### src/rtl/renode_bus_arbiter.sv
// renode_bus_arbiter
//   Shares one single-outstanding bus-controller port between Requesters
//   transaction sources: the Renode-driven read/write path and local masters.
//   Grants are round-robin, and only one transaction is in flight at a time.
//   A per-transaction timeout aborts the controller. Ok/error/read data is
//   returned to the granted source only.
//
// Ports
//   clk, rst                   clock (posedge); asynchronous active-high reset
//   req_valid/req_write        per-source request strobe and direction
//   req_addr/req_wdata         packed per-source fields, source i at [i*W +: W]
//   req_ready                  1-cycle pulse: request of source i latched
//   resp_valid                 1-cycle pulse: response for source i
//   resp_rdata/resp_error      response payload, zero when no resp_valid is set
//   ctrl_valid/ready           offer of the latched transaction to the controller
//   ctrl_write/addr/wdata      latched transaction fields
//   ctrl_done/rdata/error      completion from the controller
//   ctrl_abort                 1-cycle pulse: controller must drop the transaction
module renode_bus_arbiter #(
  parameter int Requesters    = 2,
  parameter int AddressWidth  = 32,
  parameter int DataWidth     = 32,
  parameter int TimeoutCycles = 100
) (
  input  logic                               clk,
  input  logic                               rst,
  input  logic [Requesters-1:0]              req_valid,
  input  logic [Requesters-1:0]              req_write,
  input  logic [Requesters*AddressWidth-1:0] req_addr,
  input  logic [Requesters*DataWidth-1:0]    req_wdata,
  output logic [Requesters-1:0]              req_ready,
  output logic [Requesters-1:0]              resp_valid,
  output logic [DataWidth-1:0]               resp_rdata,
  output logic                               resp_error,
  output logic                               ctrl_valid,
  output logic                               ctrl_write,
  output logic [AddressWidth-1:0]            ctrl_addr,
  output logic [DataWidth-1:0]               ctrl_wdata,
  input  logic                               ctrl_ready,
  input  logic                               ctrl_done,
  input  logic [DataWidth-1:0]               ctrl_rdata,
  input  logic                               ctrl_error,
  output logic                               ctrl_abort
);

  localparam int PW = (Requesters > 1) ? $clog2(Requesters) : 1;
  localparam int CW = (TimeoutCycles > 0) ? $clog2(TimeoutCycles + 1) : 1;
  localparam logic [PW-1:0] LAST_SRC = PW'(Requesters - 1);
  // The abort fires on the edge that would bring the counter to TimeoutCycles.
  localparam logic [CW-1:0] LAST_CNT = (TimeoutCycles > 0) ? CW'(TimeoutCycles - 1) : '0;

  typedef enum logic [1:0] {S_IDLE, S_ISSUE, S_WAIT, S_RESPOND} state_t;

  state_t                  state, state_n;
  logic [PW-1:0]           ptr, ptr_n, gnt, gnt_n, pick;
  logic [CW-1:0]           cnt, cnt_n;
  logic [DataWidth-1:0]    rdata_q, rdata_n;
  logic                    err_q, err_n;
  logic                    write_n, valid_n, abort_n, resp_error_n;
  logic [AddressWidth-1:0] addr_n;
  logic [DataWidth-1:0]    wdata_n, resp_rdata_n;
  logic [Requesters-1:0]   req_ready_n, resp_valid_n, rot;
  logic [2*Requesters-1:0] dbl;
  logic [PW:0]             sum;
  logic                    timeout;

  assign timeout = (TimeoutCycles != 0) && (cnt == LAST_CNT);

  // Rotate the request vector so bit 0 is the pointer's source, take the
  // lowest set bit, then map the offset back to an absolute source index.
  always_comb begin
    dbl = {req_valid, req_valid} >> ptr;
    rot = dbl[Requesters-1:0];
    sum = '0;
    for (int i = Requesters - 1; i >= 0; i--) begin
      if (rot[i]) sum = {1'b0, ptr} + (PW+1)'(i);
    end
    if (sum >= (PW+1)'(Requesters)) sum = sum - (PW+1)'(Requesters);
    pick = sum[PW-1:0];
  end

  always_comb begin
    state_n      = state;
    ptr_n        = ptr;
    gnt_n        = gnt;
    cnt_n        = cnt;
    write_n      = ctrl_write;
    addr_n       = ctrl_addr;
    wdata_n      = ctrl_wdata;
    rdata_n      = rdata_q;
    err_n        = err_q;
    req_ready_n  = '0;
    resp_valid_n = '0;
    resp_rdata_n = '0;
    resp_error_n = 1'b0;
    valid_n      = 1'b0;
    abort_n      = 1'b0;
    case (state)
      S_IDLE: begin
        if (|req_valid) begin
          gnt_n       = pick;
          write_n     = req_write[pick];
          addr_n      = req_addr[pick*AddressWidth +: AddressWidth];
          wdata_n     = req_wdata[pick*DataWidth +: DataWidth];
          req_ready_n = Requesters'(1) << pick;
          valid_n     = 1'b1;
          cnt_n       = '0;
          state_n     = S_ISSUE;
        end
      end
      S_ISSUE: begin
        // ctrl_done is deliberately ignored until the controller has accepted.
        cnt_n = cnt + 1'b1;
        if (timeout) begin
          abort_n = 1'b1;
          rdata_n = '0;
          err_n   = 1'b1;
          state_n = S_RESPOND;
        end else if (ctrl_ready) begin
          state_n = S_WAIT;
        end else begin
          valid_n = 1'b1;
        end
      end
      S_WAIT: begin
        cnt_n = cnt + 1'b1;
        // A completion on the timeout cycle takes precedence over the abort.
        if (ctrl_done) begin
          rdata_n = ctrl_write ? '0 : ctrl_rdata;
          err_n   = ctrl_error;
          state_n = S_RESPOND;
        end else if (timeout) begin
          abort_n = 1'b1;
          rdata_n = '0;
          err_n   = 1'b1;
          state_n = S_RESPOND;
        end
      end
      S_RESPOND: begin
        resp_valid_n = Requesters'(1) << gnt;
        resp_rdata_n = rdata_q;
        resp_error_n = err_q;
        ptr_n        = (gnt == LAST_SRC) ? '0 : gnt + 1'b1;
        state_n      = S_IDLE;
      end
      default: state_n = S_IDLE;
    endcase
  end

  always_ff @(posedge clk or posedge rst) begin
    if (rst) begin
      state      <= S_IDLE;
      ptr        <= '0;
      gnt        <= '0;
      cnt        <= '0;
      req_ready  <= '0;
      resp_valid <= '0;
      resp_rdata <= '0;
      resp_error <= 1'b0;
      ctrl_valid <= 1'b0;
      ctrl_write <= 1'b0;
      ctrl_addr  <= '0;
      ctrl_wdata <= '0;
      ctrl_abort <= 1'b0;
    end else begin
      state      <= state_n;
      ptr        <= ptr_n;
      gnt        <= gnt_n;
      cnt        <= cnt_n;
      req_ready  <= req_ready_n;
      resp_valid <= resp_valid_n;
      resp_rdata <= resp_rdata_n;
      resp_error <= resp_error_n;
      ctrl_valid <= valid_n;
      ctrl_write <= write_n;
      ctrl_addr  <= addr_n;
      ctrl_wdata <= wdata_n;
      ctrl_abort <= abort_n;
    end
  end

  // Completion payload is only consumed in RESPOND, after it has been written.
  always_ff @(posedge clk) begin
    rdata_q <= rdata_n;
    err_q   <= err_n;
  end

endmodule

### config.mk
export PLATFORM = sky130hd
export DESIGN_NAME = renode_bus_arbiter
export DESIGN_NICKNAME = d
export VERILOG_FILES = /design/src/rtl/renode_bus_arbiter.sv
export SDC_FILE = /design/constraint.sdc
export NUM_CORES = 1
export LEC_CHECK = 0
export ABC_AREA = 1
export BUFFER_PORTS_ARGS = -buffer_cell sky130_fd_sc_hd__buf_2
export CORE_ASPECT_RATIO = 1.4
export CORE_UTILIZATION = 31
export DETAILED_ROUTE_END_ITERATION = 10
export GPL_TIMING_DRIVEN = 0
export PLACE_DENSITY_LB_ADDON = 0.05
export SYNTH_ARGS = -nofsm -noshare
export SYNTH_HDL_FRONTEND = slang
export SYNTH_SLANG_ARGS = --single-unit
export TNS_END_PERCENT = 100
### constraint.sdc
create_clock -name clk -period 3.2 [get_ports clk]
set_clock_uncertainty 0.2 [all_clocks]
set_input_delay 0.16 -clock clk [delete_from_list [all_inputs] [get_ports clk]]
set_output_delay 0.16 -clock clk [all_outputs]
set_load 0.01 [all_outputs]
[After elaboration in Yosys (flattened, before gate mapping)]
Cells that the tools add are included.
Word-level totals
  bits of input ports: 169
  bits in registers: 148
  word-level logic and storage cells: 74
Cells by class
  add/sub/neg operators: 4
  reductions and logical operators: 8
  multiplexer cells: 33
  $lt $le $gt $ge: 2
  equal/unequal tests: 7
  shift-type cells: 5
Operators by type and width (count)
  32-bit two-way mux: 4
  64-bit by 7-bit indexed part select with 32-bit output: 2
  32-bit case mux with 2 select lines: 1
  2-bit two-way mux: 10
  7-bit case mux with 2 select lines: 1
  1-bit two-way mux: 12
  2-bit case mux with 4 select lines: 1
  7-bit by 1-bit adder with 7-bit output, second input constant: 1
  7-bit equality test, second input constant: 1
  7-bit two-way mux: 1
  3-bit inequality test, second input constant: 2
  1-bit case mux with 2 select lines: 3
  2-bit equality test, second input constant: 2
  2-bit AND reduction: 2
  2-bit nonzero test: 2
  2-bit OR reduction: 2
  1-bit by 1-bit left shift with 2-bit output, first input constant: 2
  4-bit by 1-bit >> shifter with 2-bit output: 1
  3-bit AND reduction: 1
  1-bit by 1-bit adder with 2-bit output, second input constant: 1
  2-bit by 1-bit equality test with 1-bit output, second input constant: 1
  2-bit greater-or-equal comparator, second input constant: 1
  2-bit zero test: 1
  1-bit by 2-bit < comparator with 1-bit output, second input constant: 1
  other kinds (3): 3

[Logic depth before layout (Yosys ltp)]
Gate-level depths: netlist (run 1).
  depth in word-level cells: 8
  depth in mapped cells: 9

[Worst setup path before layout (run 1)]
OpenSTA, ideal clock, no wires.
  kind: flip-flop to flip-flop
  from: register state[0]
  to: register cnt[5]
  data arrival time: 2.247 ns
  cell stages (with the launch flop): 9
  library setup time: 0.118 ns
  slack: 0.634 ns
  clock period less this slack: 2.566 ns
  cells stage by stage: dfrtp_1 inv_1 ha_1 buf_2 inv_1 o21ai_2 inv_1 nand2_1 nand2_1
Between the ends
  cells in the longest elaborated chain, start to end: 4
  elaborated cells between the ends (all ways): 8
  those cells by class: 3 x eq/ne; 1 x mux; 4 x reduce/logical
Ends and longest elaborated chain
  start, declared: RTL line 54  | state_t state, state_n;
  start signal, assigned: RTL line 166  | state <= state_n;
  2-bit equality test / 2-bit by 1-bit equality test with 1-bit output (equally long branches): RTL line 98  | case (state)
  2-bit OR reduction (no source line)
  2-bit nonzero test (no source line)
  2-bit AND reduction (no source line)
  end signal, assigned: RTL line 169  | cnt <= cnt_n;
  end, declared: RTL line 56  | logic [CW-1:0] cnt, cnt_n;
Parallel ways exist; a longest one is shown, timed or not.
A chain may end at the register's enable or synchronous reset.

[Worst setup path in the final report (run 1)]
  from: register state[1]
  to: register cnt[6]
The elaborated chain is that of the path after synthesis.

==> flow_summary.ini, run 1 <==
[cts]
cts_buffers = 17
postCtsSetupRepairBufs = 0
clk_pin_slew_ns = 0.07
tritoncts = built
clock-sinks = 148
htreeDepth = 4
clock_latency_ns = 0.43
cts_root_buf = clkbuf_16
cts_hold_buf = 166
clockBufferDepth = 2
post_cts_resized = 0

[yosys]
synth_edf_count = 33
async_flop_share_pct = 77.7
ys_warn_count = 0
ys_top_cells_by_count = 241 x nand2_1, 115 x dfrtp_1, 80 x nand3_1
synth_top_cells_by_area = dfrtp_1 45%, edfxtp_1 16%, nand2_1 14%
synth_top_cell_area_share_pct = 45.1
synthDistinctLibCells = 26
syn-cell-area_mm2 = 0.00638
synth_fp_nets = 883
ys_seq_elements = 148
synthCells = 709
post-synth-top-count-cell = nand2_1
syn_avg_cell_area_um2 = 9.01
synth_ff_type = dfrtp_1
ys_seq_area_share_pct = 60.6
yosysTopAreaCell = dfrtp_1

[grt]
grt_remaining_overflow = 0
grt_max_degree = 39
grt_pass1_wl_um = 32500
antenna_found_initial = 1
track_usage_pct = 20.1
grt_pass1_vias = 6572

[setup_path]
reg2reg_slack_ns = 0.41
r2r-end = cnt[6]
reg2regPathDepth = 8
reg2reg_from = state[1]
setup.worst_path.start_class = flip-flop
endpoint = cnt[6]
critical_path_required_ns = 3.31
path_class = reg -> reg
crit_start = state[1]
critical_path_arrival_ns = 2.90
path_max_fanout = 34
endpoint_kind = flip-flop

[cells_and_area]
area_growth_pct = 63.3
fillerInstances = 1993
fin_cells = 1435
fin_nets = 1343
drive_gt1_share_pct = 29.0
multi_input_area_mm2 = 0.00208
seq_area_mm2 = 0.00387

[floorplan]
boundaryPins = 273
initial_core_util_pct = 31.9
core-area_mm2 = 0.0200
die_area_mm2 = 0.0212
die_y_um = 172
std_cell_rows = 61
die_x_um = 123

[power]
leakagePower_nw = 5.53
p_per_area_mw_per_mm2 = 924
ir_worst_vdd_mv = 0.449

[route]
drtIter0Drc = 247
post_drt_wl_per_cell_um = 14.5
ant_nets = 0
firstDrtPassIters = 4
vias = 6398
viasPerCell = 4.46
drcViolationCount = 0
drt-total-wl_um = 20800

[min_path]
min_path_type = in -> reg

[sta]
max_freq_mhz = 359
setup_viol = 0
rsz0062_at_grt = no
min_period_ns = 2.79
slew_viol_final = 0
finalHoldViolCount = 0
holdWs_ns = 0.0376
slew_headroom_pct = 43.7
worst_slew_pin_slew_ns = 0.844
period_share_pct = 87.0

[status]
status = completed

[flow_run]
max-cap-violations = 0

[place]
hpwl_um = 14400
portBuffers = 272
routabilityCongestion = 0.769
dp.cells = 1236
[report_power, final]
group          leakage, nW  switching (mW)  internal [mW]
Sequential            1.80           0.396           2.95
Clock                0.308           0.897           1.27
Combinational         3.43            2.21           1.92
Total                 5.53            3.50           6.13
[worst min-delay path by stage]
stage	start	end	slack [ns]	cells after the start
floorplan	req_addr[0]	ctrl_addr[0]	0.08	2
global placement	req_addr[4]	ctrl_addr[4]	0.17	3
detailed placement	rst	resp_rdata[20]	-0.03	2
CTS	req_valid[1]	state[0]	0.02	5
global route	req_valid[1]	cnt[0]	0.08	4
finish	req_valid[1]	cnt[0]	0.04	4
[layout by cell type, fill, tap and decap left out, drive strengths merged]
master / count
ha: 5
nand4: 8
nor2: 30
clkinv: 3
inv: 67
nand2: 241
dfrtp: 115
edfxtp: 33
clkbuf: 28
dlygate4sd3: 166
o21bai: 1
a21oi: 4
a211oi: 1
o21ai: 89
diode: 1
nand3: 81
o22ai: 1
a21boi: 1
buf: 303
clkinvlp: 2
bufinv: 3
[critical path, cell delays in order, from the launching register on]
cell	delay [ns]
dfrtp_1	0.40
inv_1	0.10
ha_2	0.90
buf_2	0.34
inv_1	0.12
o21ai_2	0.37
inv_1	0.13
nand2_1	0.08
nand2_1	0.05
[metrics by stage]
stage               setup slack [ns]  total power [mW]  util (%)  area [µm²]  setup TNS, ns
floorplan                      0.634              5.30         -        6390              0
global placement              -0.120              6.65      40.3        8070         -0.466
detailed placement             0.384              6.67      40.6        8130              0
CTS                            0.363              9.73      52.1       10400              0
global route                   0.182              10.4      52.1       10400              0
finish                         0.414              9.63      52.1       10400              0
[kinds of logic (layout without fill, tap and decap cells)]
group	after synthesis	count (layout)	share of synthesized area, %
AND/OR/NAND/NOR	360	360	23.4
flip-flops	148	148	60.6
adder cells (fa/ha/maj)	5	5	0.980
other	0	1	0
buffers and inverters	99	572	6.88
AO/OA/AOI/OAI	97	97	8.11
[area by class of cell]
| class | instances | share of cell area [%] |
|---|---|---|
| Timing Repair Buffer | 441 | 29.6 |
| Multi-Input combinational cell | 462 | 19.9 |
| Clock inverter | 15 | 2.00 |
| Clock buffer | 17 | 4.08 |
| Buffer | 39 | 2.03 |
| Sequential cell | 148 | 37.1 |
| Antenna cell | 1 | 0.0240 |
| Tap cell | 252 | 3.02 |
| Inverter | 60 | 2.22 |
[registers in the layout, summed over array words and instances (netlist names), 2 cells and up]
signal      cells
req_ready       2
ctrl_wdata     32
rdata_q        32
cnt             7
ctrl_addr      32
state           2
resp_rdata     32
resp_valid      2
[metal layers]
metal | GRT usage, % | part of all wire [%] | up-vias
li1 | - | - | 3211
met5 | 0 | 0 | -
met4 | 5.71 | 1.5 | 0
met3 | 5.87 | 6.9 | 19
met1 | 22.1 | 40 | 2974
met2 | 36.7 | 52 | 194
(Power assumes the default switching activity.)
==> run 2, diff against run 1 <==
- REMOVE_ABC_BUFFERS: unset -> 1
==> flow_summary.ini, run 2 (same netlist as run 1, synthesis figures left out) <==
[sta]
period_share_pct = 89.5
min_period_ns = 2.86
slew_viol_final = 0
finalHoldViolCount = 0
setup_viol = 0
slew_headroom_pct = 29.5
worst_slew_pin_slew_ns = 1.06
rsz0062_at_grt = no
max_freq_mhz = 349

[grt]
grt_pass1_wl_um = 32100
antenna_found_initial = 1
track_usage_pct = 19.6
grt_max_degree = 66
grt_remaining_overflow = 0
grt_pass1_vias = 6517

[cts]
post_cts_resized = 0
htreeDepth = 4
tritoncts = built
clock_latency_ns = 0.42
clock-sinks = 148
clockBufferDepth = 2
clk_pin_slew_ns = 0.07
postCtsSetupRepairBufs = 0
cts_hold_buf = 167
cts_root_buf = clkbuf_16
cts_buffers = 17

[floorplan]
std_cell_rows = 61
core-area_mm2 = 0.0200
die_x_um = 123
die_y_um = 172
die_area_mm2 = 0.0212
boundaryPins = 273
initial_core_util_pct = 31.9

[cells_and_area]
final_cell_mix = 272 x buf_2, 240 x nand2_1, 167 x dlygate4sd3_1
fin_cells = 1399
fin_util_pct = 51.2
final_common_cell = buf_2
area_growth_pct = 60.4
drive_gt1_share_pct = 28.0
fin_nets = 1307

[setup_path]
critPathTopFamily = simple AND/OR/NAND/NOR gates
critPathMaxStageDelay_ns = 0.63
path_class = reg -> reg
critical_path_required_ns = 3.29
endpoint = err_q
critical_path_arrival_ns = 2.95
crit_start = cnt[0]
reg2reg_slack_ns = 0.34
endpoint_kind = flip-flop
crit_chain = ha_1 > inv_1 > nor2_2 > nand3_2 > a21oi_1 > dlygate4sd3_1
reg2regPathDepth = 6
path_depth = 6
cp_slowest_cell = nand3_2
timing.critical_path.buf_inv = 2
path_max_fanout = 36
reg2reg_from = cnt[0]
setup.worst_path.start_class = flip-flop
r2r-end = err_q

[route]
post_drt_wl_per_cell_um = 14.7
drt-total-wl_um = 20500
drtIter0Drc = 226
firstDrtPassIters = 6
viasPerCell = 4.49
ant_nets = 0
drcViolationCount = 0
vias = 6281

[min_path]
min_path_type = in -> reg

[place]
dp.cells = 1199
routabilityCongestion = 0.760
portBuffers = 272
hpwl_um = 12900

[power]
ir_worst_vdd_mv = 0.423
finalPower_mw = 8.99
p_per_area_mw_per_mm2 = 878
leakagePower_nw = 5.39

[flow_run]
max-cap-violations = 0

[status]
status = completed
[run 2: worst min-delay path: stages]
cell,delay [ns]
buf_2,0.13
nor2_1,0.05
nand2_1,0.16
nand3_1,0.10
nand2_1,0.06
[run 2: final cells by class]
cell class              instances  area [µm²]
well taps                     252         315
flip-flops and latches        148        3870
fillers                      1943        9760
multi-input cells             462        2090
clock inverters                15         156
inverters                      60         233
diodes                          1        2.50
repair buffers                444        3150
clock buffers                  17         425
[run 2: worst min path at each step]
stage / start / end / slack [ns] / cells after the start
finish: req_valid[1] / state[0] / 0.07 / 5
global route: req_valid[1] / cnt[1] / 0.10 / 5
CTS: req_valid[1] / state[0] / 0.06 / 5
detailed placement: rst / resp_rdata[3] / 0.06 / 2
global placement: req_wdata[29] / ctrl_wdata[29] / 0.17 / 3
floorplan: req_addr[0] / ctrl_addr[0] / 0.08 / 2
[run 2: routing by layer]
| layer | wire, µm | vias up | GRT usage, % |
|---|---|---|---|
| li1 | - | 3139 | - |
| met1 | 8220 | 2920 | 21.0 |
| met2 | 10600 | 202 | 36.5 |
| met3 | 1330 | 20 | 5.07 |
| met4 | 382 | 0 | 7.07 |
| met5 | 0 | - | 0 |
[run 2: power by group]
| group | switching (mW) | internal [mW] | total, mW | leakage [nW] |
|---|---|---|---|---|
| Clock | 0.827 | 1.15 | 1.98 | 0.275 |
| Combinational | 2.13 | 1.55 | 3.68 | 3.32 |
| Sequential | 0.386 | 2.94 | 3.33 | 1.80 |
[run 2: metrics by stage]
stage               setup WS, ns  hold slack, ns  setup TNS, ns  instance area [µm²]
CTS                        0.278          0.0643              0                10200
finish                     0.337          0.0741              0                10200
global route              0.0599           0.101              0                10200
detailed placement         0.507          0.0576              0                 7990
floorplan                 -0.204          0.0799         -23.47                 6170
global placement           -2.12           0.167        -344.82                 7850
==> run 3, diff against run 2 <==
- CAP_MARGIN: unset -> 40
- GPL_TIMING_DRIVEN: 0 -> unset
==> flow_summary.ini, run 3 (same netlist as run 1, synthesis figures left out) <==
[status]
status = completed

[setup_path]
endpoint_kind = flip-flop
critical_path_required_ns = 3.35
setup.worst_path.start_class = flip-flop
path_class = reg -> reg
path_max_fanout = 42
critical_path_arrival_ns = 2.91
reg2regPathDepth = 9

[min_path]
min_path_type = in -> reg
worstHoldPathCells = 5

[sta]
slew_viol_final = 0
setup_tns_ns = 0
min_period_ns = 2.76
rsz0062_at_grt = no
max_freq_mhz = 362
slew_headroom_pct = 48.0
worst_slew_pin_slew_ns = 0.779
setup_viol = 0
finalHoldViolCount = 0
period_share_pct = 86.3

[power]
ir_worst_vdd_mv = 0.463
leakagePower_nw = 5.45
p_per_area_mw_per_mm2 = 924

[cts]
cts_root_buf = clkbuf_16
post_cts_resized = 0
postCtsSetupRepairBufs = 0
clockBufferDepth = 2
clock-sinks = 148
clk_pin_slew_ns = 0.06
cts_buffers = 17
tritoncts = built
cts_hold_buf = 168
clock_latency_ns = 0.42
htreeDepth = 4

[cells_and_area]
fin_nets = 1313
area_growth_pct = 60.6
final_area_mm2 = 0.0103
drive_gt1_share_pct = 28.3
fillerInstances = 1944
final_common_cell = buf_2
final_cell_mix = 272 x buf_2, 240 x nand2_1, 168 x dlygate4sd3_1

[place]
routabilityCongestion = 0.767
portBuffers = 272
place_area_mm2 = 0.00796
hpwl_um = 13000

[grt]
track_usage_pct = 19.5
grt_remaining_overflow = 0
antenna_found_initial = 1
grt_pass1_wl_um = 31600
grt_max_degree = 56
grt_pass1_vias = 6417

[floorplan]
die_y_um = 172
core-area_mm2 = 0.0200
die_x_um = 123
die_area_mm2 = 0.0212
std_cell_rows = 61
boundaryPins = 273
initial_core_util_pct = 31.9

[route]
vias = 6325
drcViolationCount = 0
viasPerCell = 4.50
firstDrtPassIters = 4
post_drt_wl_per_cell_um = 14.6
drt-total-wl_um = 20500
ant_nets = 0
drtIter0Drc = 240

[flow_run]
max-cap-violations = 0
-- run 3: cell types whose count changed in the layout (fill, tap and decap cells not counted), moves of 3 or more --
cell / before / now
inv_8: 0 / 4
clkinv_4: 4 / 1
inv_6: 4 / 7
buf_4: 0 / 8
-- run 3: final cells by class --
class	instances	area, µm²	area share [%]
antenna	1	2.50	0.0244
multi-input combinational	462	2090	20.4
clock inverter	15	183	1.78
timing repair buffer	450	3140	30.6
tap	252	315	3.07
clock buffer	17	425	4.15
sequential	148	3870	37.7
inverter	60	230	2.25
-- run 3: per-stage QoR --
step | total power, mW | cells | hold slack [ns] | utilization (%) | worst slack [ns]
global placement | 6.53 | 1203 | 0.164 | 39.7 | 0.952
CTS | 9.56 | 1404 | 0.0716 | 51.3 | 0.404
detailed placement | 6.55 | 1204 | 0.163 | 39.8 | 0.952
finish | 9.47 | 1405 | 0.0912 | 51.3 | 0.439
floorplan | 5.17 | 670 | 0.0799 | - | -0.204
global route | 10.2 | 1405 | 0.146 | 51.3 | 0.198
-- run 3: path summary, 6_finish.rpt --
path                                 endpoint          from  slack (ns)
worst max-delay path            ctrl_addr[26]      state[0]        0.44
worst min-delay path                   cnt[1]  req_valid[1]        0.09
worst max register to register  ctrl_addr[26]      state[0]        0.44
worst min register to register  resp_valid[1]           gnt        0.26
max in group asynchronous            state[0]           rst        1.79
min in group asynchronous       resp_rdata[1]           rst        0.23
-- run 3: report_power, final --
part           switching, mW  total, mW  internal, mW
Combinational           2.17       4.03          1.86
Clock                  0.901       2.09          1.19
Sequential             0.402       3.35          2.95
Total                   3.47       9.47          6.00
-- run 3: layer usage --
layer | GRT usage [%] | wire (µm) | vias up
met3 | 4.84 | 1230 | 24
li1 | - | - | 3152
met5 | 0 | 0 | -
met4 | 6.55 | 427 | 0
met1 | 21.6 | 8420 | 2950
met2 | 35.7 | 10400 | 199
-- run 3: critical path: stages (launching register included) --
cell,delay (ns)
dfrtp_1,0.42
inv_1,0.09
ha_1,0.26
o21ai_4,0.20
inv_2,0.09
nand2_1,0.06
inv_2,0.58
nand2_1,0.12
nand3_1,0.10
dlygate4sd3_1,0.54
